### src/rtl/pipe_skid_stage_pkg.sv
// pipe_skid_stage_pkg: shared types, default widths and helpers for pipeline skid stages
//   skid_state_t    : EMPTY / MAIN (main entry only) / FULL (main + skid)
//   *_DEF           : default payload and counter widths
//   exmem_payload_t : EX/MEM payload, split into data and ctrl at the instantiation site
//   occ_of()        : entries held for a given state
package pipe_skid_stage_pkg;

    typedef enum logic [1:0] {EMPTY, MAIN, FULL} skid_state_t;

    localparam int DATA_W_DEF = 160;
    localparam int CTRL_W_DEF = 16;
    localparam int CNT_W_DEF  = 16;

    typedef struct packed {
        logic [31:0] alu_res;
        logic [31:0] npc;
        logic [31:0] store_data;
        logic [31:0] ext_imm;
        logic [4:0]  wreg;
        logic [26:0] rsvd;
    } exmem_data_t;

    typedef struct packed {
        logic        reg_wen;
        logic        mem_ren;
        logic        mem_wen;
        logic        halt;
        logic [11:0] rsvd;
    } exmem_ctrl_t;

    typedef struct packed {
        exmem_ctrl_t ctrl;
        exmem_data_t data;
    } exmem_payload_t;

    function automatic logic [1:0] occ_of(skid_state_t s);
        return (s == FULL) ? 2'd2 : (s == MAIN) ? 2'd1 : 2'd0;
    endfunction

endpackage

### src/rtl/pipe_skid_stage.sv
// pipe_skid_stage: valid/ready pipeline register with optional 1-entry skid buffer
//   CLK, nRST                      : clock (posedge), async active-low reset
//   in_valid/in_ready/in_data/in_ctrl : upstream slot handshake and payload
//   squash_in                      : consume the upstream slot as a bubble
//   flush                          : kill every held entry (redirect)
//   out_valid/out_ready/out_data/out_ctrl : main entry handshake and payload
//   occupancy                      : entries held (0..2)
//   stall_cnt                      : saturating count of out_valid & !out_ready cycles
module pipe_skid_stage
    import pipe_skid_stage_pkg::*;
#(
    parameter int DATA_W  = DATA_W_DEF,
    parameter int CTRL_W  = CTRL_W_DEF,
    parameter int SKID_EN = 1,
    parameter int CNT_W   = CNT_W_DEF
) (
    input  logic              CLK,
    input  logic              nRST,
    input  logic              in_valid,
    output logic              in_ready,
    input  logic [DATA_W-1:0] in_data,
    input  logic [CTRL_W-1:0] in_ctrl,
    input  logic              squash_in,
    input  logic              flush,
    output logic              out_valid,
    input  logic              out_ready,
    output logic [DATA_W-1:0] out_data,
    output logic [CTRL_W-1:0] out_ctrl,
    output logic [1:0]        occupancy,
    output logic [CNT_W-1:0]  stall_cnt
);

    skid_state_t       state, nxt;
    logic [DATA_W-1:0] main_data, skid_data;
    logic [CTRL_W-1:0] main_ctrl, skid_ctrl;
    logic              in_ready_q;
    logic              in_fire, out_fire;
    logic              ld_in, ld_skid, ld_from_skid;

    assign out_valid = (state != EMPTY);
    assign out_data  = main_data;
    assign out_ctrl  = main_ctrl;
    assign occupancy = occ_of(state);
    // with a skid entry, in_ready is registered so out_ready never reaches upstream combinationally
    assign in_ready  = (SKID_EN != 0) ? in_ready_q : ((state == EMPTY) | out_ready);
    assign in_fire   = in_valid & in_ready & ~squash_in;
    assign out_fire  = out_valid & out_ready;

    always_comb begin
        nxt          = state;
        ld_in        = 1'b0;
        ld_skid      = 1'b0;
        ld_from_skid = 1'b0;
        case (state)
            EMPTY: begin
                nxt   = in_fire ? MAIN : EMPTY;
                ld_in = in_fire;
            end
            MAIN: begin
                if (in_fire && out_fire) begin
                    ld_in = 1'b1;
                end else if (in_fire && SKID_EN != 0) begin
                    nxt     = FULL;
                    ld_skid = 1'b1;
                end else if (out_fire) begin
                    nxt = EMPTY;
                end
            end
            FULL: begin
                nxt          = out_fire ? MAIN : FULL;
                ld_from_skid = out_fire;
            end
            default: nxt = EMPTY;
        endcase
        // flush outranks every transition, including a same-cycle accept
        if (flush) begin
            nxt          = EMPTY;
            ld_in        = 1'b0;
            ld_skid      = 1'b0;
            ld_from_skid = 1'b0;
        end
    end

    always_ff @(posedge CLK or negedge nRST) begin
        if (!nRST) begin
            state      <= EMPTY;
            in_ready_q <= 1'b1;
            main_data  <= '0;
            main_ctrl  <= '0;
            skid_data  <= '0;
            skid_ctrl  <= '0;
            stall_cnt  <= '0;
        end else begin
            state      <= nxt;
            in_ready_q <= (nxt != FULL);
            if (ld_in) begin
                main_data <= in_data;
                main_ctrl <= in_ctrl;
            end else if (ld_from_skid) begin
                main_data <= skid_data;
                main_ctrl <= skid_ctrl;
            end else if (nxt == EMPTY) begin
                // data may go stale, but ctrl must never commit from an empty slot
                main_ctrl <= '0;
            end
            if (ld_skid) begin
                skid_data <= in_data;
                skid_ctrl <= in_ctrl;
            end
            if (out_valid && !out_ready && stall_cnt != '1)
                stall_cnt <= stall_cnt + CNT_W'(1);
        end
    end

    a_hold_stable: assert property (@(posedge CLK) disable iff (!nRST)
        out_valid && !out_ready && !flush |=> $stable(out_data) && $stable(out_ctrl));

    a_ctrl_zero: assert property (@(posedge CLK) disable iff (!nRST)
        !out_valid |-> out_ctrl == '0);

    a_occupancy: assert property (@(posedge CLK) disable iff (!nRST)
        occupancy == occ_of(state) && occupancy <= ((SKID_EN != 0) ? 2'd2 : 2'd1));

endmodule
### config.mk
export PLATFORM = sky130hd
export DESIGN_NAME = pipe_skid_stage
export DESIGN_NICKNAME = d
export VERILOG_FILES = /design/src/rtl/pipe_skid_stage_pkg.sv /design/src/rtl/pipe_skid_stage.sv
export SDC_FILE = /design/constraint.sdc
export NUM_CORES = 1
export LEC_CHECK = 0
export CORE_UTILIZATION = 53
export DETAILED_ROUTE_END_ITERATION = 8
export GPL_TIMING_DRIVEN = 0
export PLACE_DENSITY_LB_ADDON = 0.1
export SLEW_MARGIN = 20
export SYNTH_ARGS = -nofsm -noshare
export SYNTH_HDL_FRONTEND = slang
export SYNTH_SLANG_ARGS = --single-unit
### constraint.sdc
create_clock -name CLK -period 2.54 [get_ports CLK]
set_input_delay 0.381 -clock CLK [delete_from_list [all_inputs] [get_ports CLK]]
set_output_delay 0.381 -clock CLK [all_outputs]
set_load 0.02 [all_outputs]
==> run_results.csv <==
group,metric,value,unit
status,outcome,"finished, final reports clean",
drt,avgViaCountPerCell,5.51,
synth,syn_area_per_cell,12.3,sq um
setup_path,end_kind,"primary output",
sta,worst_pin_slew,0.723,ns
place,dp_cells,1962,
global_route,grt_pass1_wl,61400,um
cts,cts_buffer_depth,3,
setup_path,cp_max_fo,10,
drt,wl,39100,um
power_and_ir_drop,switching_share,27.5,%
hold_path,holdCritStartpoint,"flush",
sta,fin_worst_skew,0.0152,ns
floorplan,rows,60,
setup_path,startpoint,"state[1]",
sta,rsz0062_at_grt,"false",
synth,ys_warn_count,0,
job,cap_violations,0,
sta,hold_viol_final,0,
global_route,antenna_found_initial,5,
synth,ys_ff_latch,371,
synth,yosysTopAreaCellShare,62.4,%
sta,setup_tns,0,ns
sta,fin_crit_sh,91.5,%
final_layout,multi_input_comb_area,5090,sq um
final_layout,fin_cells,2034,
drt,drtAntennaViolNets,0,
sta,drv_slew,0,
hold_path,hold_end,"state[0]",
sta,fin_crit,2.32,ns
synth,ys_async_sr_fraction,100,%
floorplan,die_width,169,um
global_route,grt_use_total,27.7,%
power_and_ir_drop,clockPowerShare,33.3,%
setup_path,cp_slowest_cell,"clkdlybuf4s50_1",
floorplan,die_y,169,um
power_and_ir_drop,combPwrFrac,20.9,%
synth,ys_types,38,
synth,synth_top_cell_by_area,"dfrtp_1",
floorplan,die_area,28700,sq um
power_and_ir_drop,power.static_leakage,0.00987,uW
floorplan,io_pins,378,
power_and_ir_drop,intPower,12000,uW
setup_path,r2r_cells,6,
synth,yosysSeqAreaShare,62.6,%
cts,cts-root-buf,"clkbuf_16",
cts,cts_tree,"done",
cts,cts_setup_buffers,0,
drt,wl_per_cell,19.2,um
final_layout,area_delta_synth_final,37.7,%
hold_path,hold_class,"primary input to flip-flop",
final_layout,layout-drive-gt1-share,14.1,%
setup_path,cpLargestDelayFamily,"buffers and inverters",
cts,worstSkewPairLatency,0.52,ns
synth,synthCells,1210,
setup_path,cp_cell_sequence,"buf_4 > or2_2 > clkdlybuf4s50_1",
final_layout,fillers,1902,
power_and_ir_drop,seqPwrFrac,45.8,%
setup_path,max_stage_delay,0.57,ns
power_and_ir_drop,power_switching,4570,uW
drt,drc,0,
cts,htreeDepth,2,
setup_path,critical_path_class,"flip-flop to primary output",
setup_path,required,2.16,ns
place,dp_hpwl,27400,um
global_route,grt_start_max_net_pins,93,
setup_path,worst-path-buf-inv,2,
synth,ys.flop_type,"dfrtp_1",
floorplan,start_util,54.6,%
setup_path,r2r-start,"state[0]",
power_and_ir_drop,power_density,813,nW/um^2
sta,finalSetupViolations,0,
setup_path,ff2ff_setup_slack,0.27,ns
global_route,grt-ovfl-total,0,
sta,max_freq,0.430,GHz
place,place.gp.congestion,0.852,
setup_path,crit_path_start_kind,"flip-flop",
cts,clkTransAtPathRegs,0.06,ns
final_layout,regArea,9290,sq um
floorplan,core,27200,sq um
synth,mappedNetlistNets,1393,
setup_path,crit_arrival,1.94,ns
drt,vias,11203,
sta,slew_headroom,51.8,%
drt,dr.pass1.iters,5,
hold_path,hold_depth,2,
place,numPortBuffers,376,
global_route,grt_pass1_vias,11514,
setup_path,reg2reg_to,"out_data[0]",
cts,cts_sinks,371,
synth,netlist_area,14800,sq um
final_layout,final_nets,1815,
power_and_ir_drop,ir_drop,0.000544,V
synth,synthTopCellsByArea,"dfrtp_1, nand2_1, a22oi_1, mux2_2, mux2_1",
cts,cts_buffers,39,
synth,synth_edf_count,0,
drt,drt_first_iter_violations,756,
## worst reg2reg max path, cell delays in order (launching register included)
cell and delay [ns]:
dfrtp_1 0.46, nand2b_1 0.20, nor3_2 0.36, clkbuf_1 0.61, buf_2 0.36, a22oi_1 0.13, nand2_1 0.09
## layer usage
layer  global-route usage, %  vias up  wire [um]  part of all wire, %
met1                    35.1     5613      15300                   39
met5                       0        -          0                    0
li1                        -     5099          -                    -
met3                    8.30       75       3620                  9.3
met4                    10.8        0       1340                  3.4
met2                    44.9      416      18900                   48
## Yosys cell counts (all sizes together), types with 4 or more instances
cell type,number
dfrtp,370
nand2,325
mux2,179
a22oi,161
buf,64
inv,20
a222oi,16
clkbuf,14
xor2,10
nor2,8
nor3,7
nor4,5
nand3,4
nand4,4
## flip-flops by register name, indices dropped and copies added (netlist names)
signal     flops
out_ctrl      16
in_ready       1
out_data     160
skid_data    160
stall_cnt     16
skid_ctrl     16
state          2
## logic make-up after synthesis
logic type,after synthesis,synth area share (%)
xor gates and xnor gates,13,0.768
DFF,371,62.6
AOI/OAI and AO/OA,183,9.63
adders and majority gates,1,0.0843
and+or+nand+nor,364,10.2
buffers and inverters,98,3.09
muxes,180,13.7
## metrics by stage
step / power, uW / setup WS (ns) / util (%) / cell area, sq um / hold WS, ns
after floorplan: 9210 / 0.630 / - / 14800 / 0.0854
after global routing: 17300 / 0.0819 / 75.1 / 20400 / 0.206
after global placement: 11000 / -15.01 / 70.1 / 19100 / 0.458
final: 16600 / 0.217 / 75.1 / 20400 / 0.210
after CTS: 16700 / 0.201 / 75.1 / 20400 / 0.184
after detailed placement: 11200 / -0.259 / 70.6 / 19200 / 0.353
## layout make-up
| type | instances | area share [%] |
|---|---|---|
| clock inverters | 7 | 0.417 |
| well taps | 372 | 2.28 |
| multi-input cells | 741 | 24.9 |
| diodes | 4 | 0.0490 |
| plain buffers | 78 | 1.88 |
| inverters | 20 | 0.368 |
| flip-flops and latches | 371 | 45.5 |
| repair buffers | 381 | 19.0 |
| clock buffers | 60 | 5.57 |
## worst max-delay path by stage
stage / end / slack (ns) / cells past startpoint
2_1_floorplan: stall_cnt[12] / 0.63 / 5
3_3_place_gp: skid_data[23] / -15.01 / 1
3_5_place_dp: out_data[69] / -0.26 / 7
4_1_cts: out_valid / 0.20 / 3
5_1_grt: out_data[0] / 0.08 / 6
6_report: out_valid / 0.22 / 3
## cell usage in the layout (no fill, tap or decap), types with 3 or more instances in the layout
cell type and n:
a22oi_1 161, inv_1 20, nor3_1 5, nor2_1 8, mux2_1 77, diode_2 4, dfrtp_1 370, clkdlybuf4s50_1 375
nand3_1 4, buf_4 4, nand4_1 4, clkbuf_8 4, buf_2 60, buf_16 4, a222oi_1 16, xor2_1 10
clkbuf_16 41, xnor2_1 3, clkinv_2 5, nand2_1 325, mux2_2 102, clkbuf_1 29
## power groups by stage
stage	Clock, uW	Sequential, uW	Combinational (uW)
global route	5840	7720	3740
floorplan	0	8230	977
CTS	5610	7600	3500
global placement	0	7670	3360
detailed placement	0	7690	3480
finish	5520	7610	3470
## repair_timing
item	in CTS	in global routing
resized for setup	0	0
hold buffers	1	0
hold endpoints to repair	60	0
No activity file was read; power rests on OpenSTA's default activity.
==> variant 1: new RTL, config.mk and constraints unchanged <==
Change the package constant `DATA_W_DEF` from 160 to 80.
--- a/src/rtl/pipe_skid_stage_pkg.sv
+++ b/src/rtl/pipe_skid_stage_pkg.sv
@@ -8,5 +8,5 @@
     typedef enum logic [1:0] {EMPTY, MAIN, FULL} skid_state_t;
 
-    localparam int DATA_W_DEF = 160;
+    localparam int DATA_W_DEF = 80;
     localparam int CTRL_W_DEF = 16;
     localparam int CNT_W_DEF  = 16;
Ports: changed (resized in_data and out_data); port bits go from 378 to 218. The function was not compared with the original's and may differ.
==> variant 1 against the unedited design <==
Power fell by 44%; final area down 42%; setup slack better by 0.030 ns; hold slack improved by 0.048 ns; combinational power decreased by 46%; routed wire length down 45%; sequential cell count shrank 160; sequential share of layout area fell by 0.81 points; first-iteration DRC count fell by 49%; area after synthesis down 42%.
==> variant 1: results (changes against the unedited design) <==
[placement]
dpl.cell_count=1130  ; -42%
placed_area_mm2=0.0111  ; -42%
io_buffer_count=216  ; -43%
hpwl_mm=14.8  ; -46%
place.gp.congestion=0.839  ; -1.5%

[global_route]
track_usage_pct=26.4  ; -1.3 points
antenna_found_initial=0  ; -5
grt_pass1_vias=6888  ; -40%
grt_pass1_wl_mm=34.5  ; -44%
grt_max_degree=107  ; +15%

[final_layout]
n_clock_buffer=35  ; -42%
final-clk-cell-share_pct=6.04  ; +0.055 points
inv_count=20  ; unchanged
antennaDiodeCount=0  ; -4
seq_cells=211  ; -43%
drive_gt1_share_pct=8.59  ; -5.5 points
design_area_mm2=0.0118  ; -42%
layout.area.top_class=sequential cells
regArea_mm2=0.00528  ; -43%
nets=1043  ; -43%
layout.nonclk_buf_share_pct=20.8  ; -0.076 points
final_cells=1171  ; -42%
nFillCells=1054  ; -45%
nMultiInputCombCells=423  ; -43%
multi_input_area_share_pct=25.5  ; +0.61 points
signal_buffers=261  ; -43%

[logic_synthesis]
synth_cells=696  ; -42%
synth_xor_xnor_area_share_pct=1.32  ; +0.56 points
synthTopCellsByArea=dfrtp_1 61%, mux2_1 13%, nand2_1 7.2%
yosysSeqAreaShare_pct=61.4  ; -1.3 points
synth_fa_ha_area_share_pct=0.145  ; +0.061 points
yosys-top-cells-count=210 x dfrtp_1, 166 x nand2_1, 98 x mux2_1, 81 x a22oi_1, 21 x buf_2
synth_compound_area_share_pct=9.61  ; -0.018 points
muxShareOfSynthArea_pct=13.1  ; -0.59 points
synthesis.nets=799  ; -43%
syn_area_per_cell_um2=12.4  ; +0.90%
synth_cell_type_count=42  ; +11%

[routing]
vias=6426  ; -43%

[clock_network]
numCtsBuffers=23  ; -41%
cts_resized=0  ; unchanged
clk_latency_ns=0.50  ; -0.02 ns

[pwr]
seq_power_share_pct=46.2  ; +0.4 points
internal-power_w=0.00678  ; -44%
peakVddDrop_uv=473  ; -13%
p_leak_nw=5.72  ; -42%

[timing]
tightestPinTransition_ns=0.692  ; -0.0311 ns

[setup_path]
crit_fanout=10  ; unchanged

[run_status]
status=complete, no violations

[variant 1: path summary, 6_finish.rpt]
kind,start,to,slack [ns],cells after the start
max,state[1],out_valid,0.25,3
min,flush,state[0],0.26,2
max reg2reg,state[0],out_data[44],0.27,6
min reg2reg,out_data[49],out_data[49],0.47,2
max in group asynchronous,nRST,out_ctrl[15],1.53,3
min in group asynchronous,nRST,out_data[30],0.28,2
[variant 1: critical path, cell delays in order, from the launching register on]
cell             delay (ns)
dfrtp_1                0.36
buf_4                  0.18
or2_2                  0.31
clkdlybuf4s50_1        0.56
[variant 1: stage by stage]
step                setup slack, ns  total power, W
global placement              -7.17         0.00611
global route                  0.124         0.00976
detailed placement           -0.157         0.00623
CTS                           0.232         0.00942
floorplan                     0.627         0.00515
finish                        0.247         0.00935
[variant 1: metal layers]
metal	part of all wire, %	up-vias	global-route usage, %	wire (um)
met5	0	-	0	0
met4	3.0	0	8.69	636
met3	7.3	45	6.81	1570
met2	49	225	45.2	10400
met1	41	3208	32.7	8840
li1	-	2948	-	-
==> variant 2: new RTL, same flow settings <==
Without the edit above. Reset style: synchronous (`nRST`), changed in one clocked block. Comments in the files are not updated.
--- a/src/rtl/pipe_skid_stage.sv
+++ b/src/rtl/pipe_skid_stage.sv
@@ -82,5 +82,5 @@
     end
 
-    always_ff @(posedge CLK or negedge nRST) begin
+    always_ff @(posedge CLK) begin
         if (!nRST) begin
             state      <= EMPTY;
Behaviour: differs if nRST is asserted again (counterexample within 4 cycles, from zero or initial values and one cycle with nRST low); with nRST held inactive, the same outputs for 4 cycles.
==> variant 2 against the unedited design <==
Global-route usage increased by 1.5 points; routed wire length increased by 15%; setup slack improved by 0.059 ns; clock skew decreased by 0.0065 ns; sequential cell count unchanged; final area increased by 3.6%; area after synthesis increased by 4.8%; core utilization decreased by 1.6 points; final cell count increased by 22%.
Power is not compared: it rests on default switching activity, and its combinational part moved more than twofold at a synthesized area within 25%.
==> variant 2: results (changes against the unedited design) <==
[routing]
vias=13700  ; +22%
met2WireLength_mm=21.9  ; +16%
top_layer=met5
via_per_inst=5.52  ; +0.18%
met3WireLength_mm=3.18  ; -12%
met1_length_mm=18.6  ; +21%
first_iter_violations=799  ; +5.7%
first_pass_iters=8  ; +3

[global_route]
grtUsageMet3_pct=7.26  ; -1.0 points
grtUsageMet2_pct=49.0  ; +4.1 points
grt_util_met1_pct=36.1  ; +1.0 points

[timing]
max_slew_margin_pct=45.9  ; -5.9 points
skew_ns=0.00869  ; -0.00648 ns

[floorplan]
coreArea_mm2=0.0288  ; +5.9%

[logic_synthesis]
synth_cell_type_count=50  ; +32%
yosysSeqAreaShare_pct=47.8  ; -15 points
yosys-top-cells-count=371 x dfxtp_1, 360 x nand2_1, 182 x a21oi_1, 181 x nor2_1, 164 x mux2i_1
synthesis.nets=1830  ; +31%
async_flop_share_pct=0  ; -100 points

[setup_path]
cp_data_arrival_time_ns=1.88  ; -0.06 ns
crit_fanout=9  ; -1
slowest_delay_ns=0.67  ; +0.10 ns

[placement]
placed_area_mm2=0.0198  ; +3.2%
io_buffer_count=377  ; +0.27%
post-place-ws_ns=0.0477  ; +0.307 ns

[final_layout]
n_clock_buffer=61  ; +1.7%
inv_count=4  ; -80%
final-clk-cell-share_pct=6.36  ; +0.38 points
antennaDiodeCount=6  ; +2
nMultiInputCombCells=1132  ; +53%
signal_buffers=517  ; +13%
seq_share_pct=35.1  ; -10 points
drive_gt1_share_pct=14.4  ; +0.32 points
multi_input_area_mm2=0.00726  ; +43%
nets=2248  ; +24%
layout.nonclk_buf_share_pct=21.8  ; +0.87 points
multi_input_area_share_pct=34.3  ; +9.4 points

[run_status]
status=complete, no violations

variant 2: cell count changes in the layout (fill, tap and decap cells not counted), moves of 21 or more:
cell,delta
dfxtp_1,+371
dfrtp_1,-370
a21oi_1,+182
nor2_1,+173
mux2i_1,+163
a22oi_1,-161
a211oi_2,+160
mux2_2,-102
mux2_1,-77
clkbuf_1,+40
nand2_1,+35
buf_6,+32
buf_2,-21
variant 2: final timing paths:
kind	end	from	depth (start not counted)	slack [ns]
hold reg to reg	skid_data[71]	skid_data[71]	2	0.45
hold / removal	skid_data[129]	in_data[129]	3	0.45
setup reg to reg	skid_data[85]	state[1]	7	0.47
setup / recovery	occupancy[0]	state[1]	3	0.28
variant 2: logic make-up after synthesis:
family,after synthesis,synth area share (%)
AND/OR/NAND/NOR,587,15.1
flip-flops,371,47.8
AO/OA/AOI/OAI,379,20.9
adder cells (fa/ha/maj),1,0.0805
XOR/XNOR,1,0.0564
buffers and inverters,144,5.48
multiplexers,164,10.6
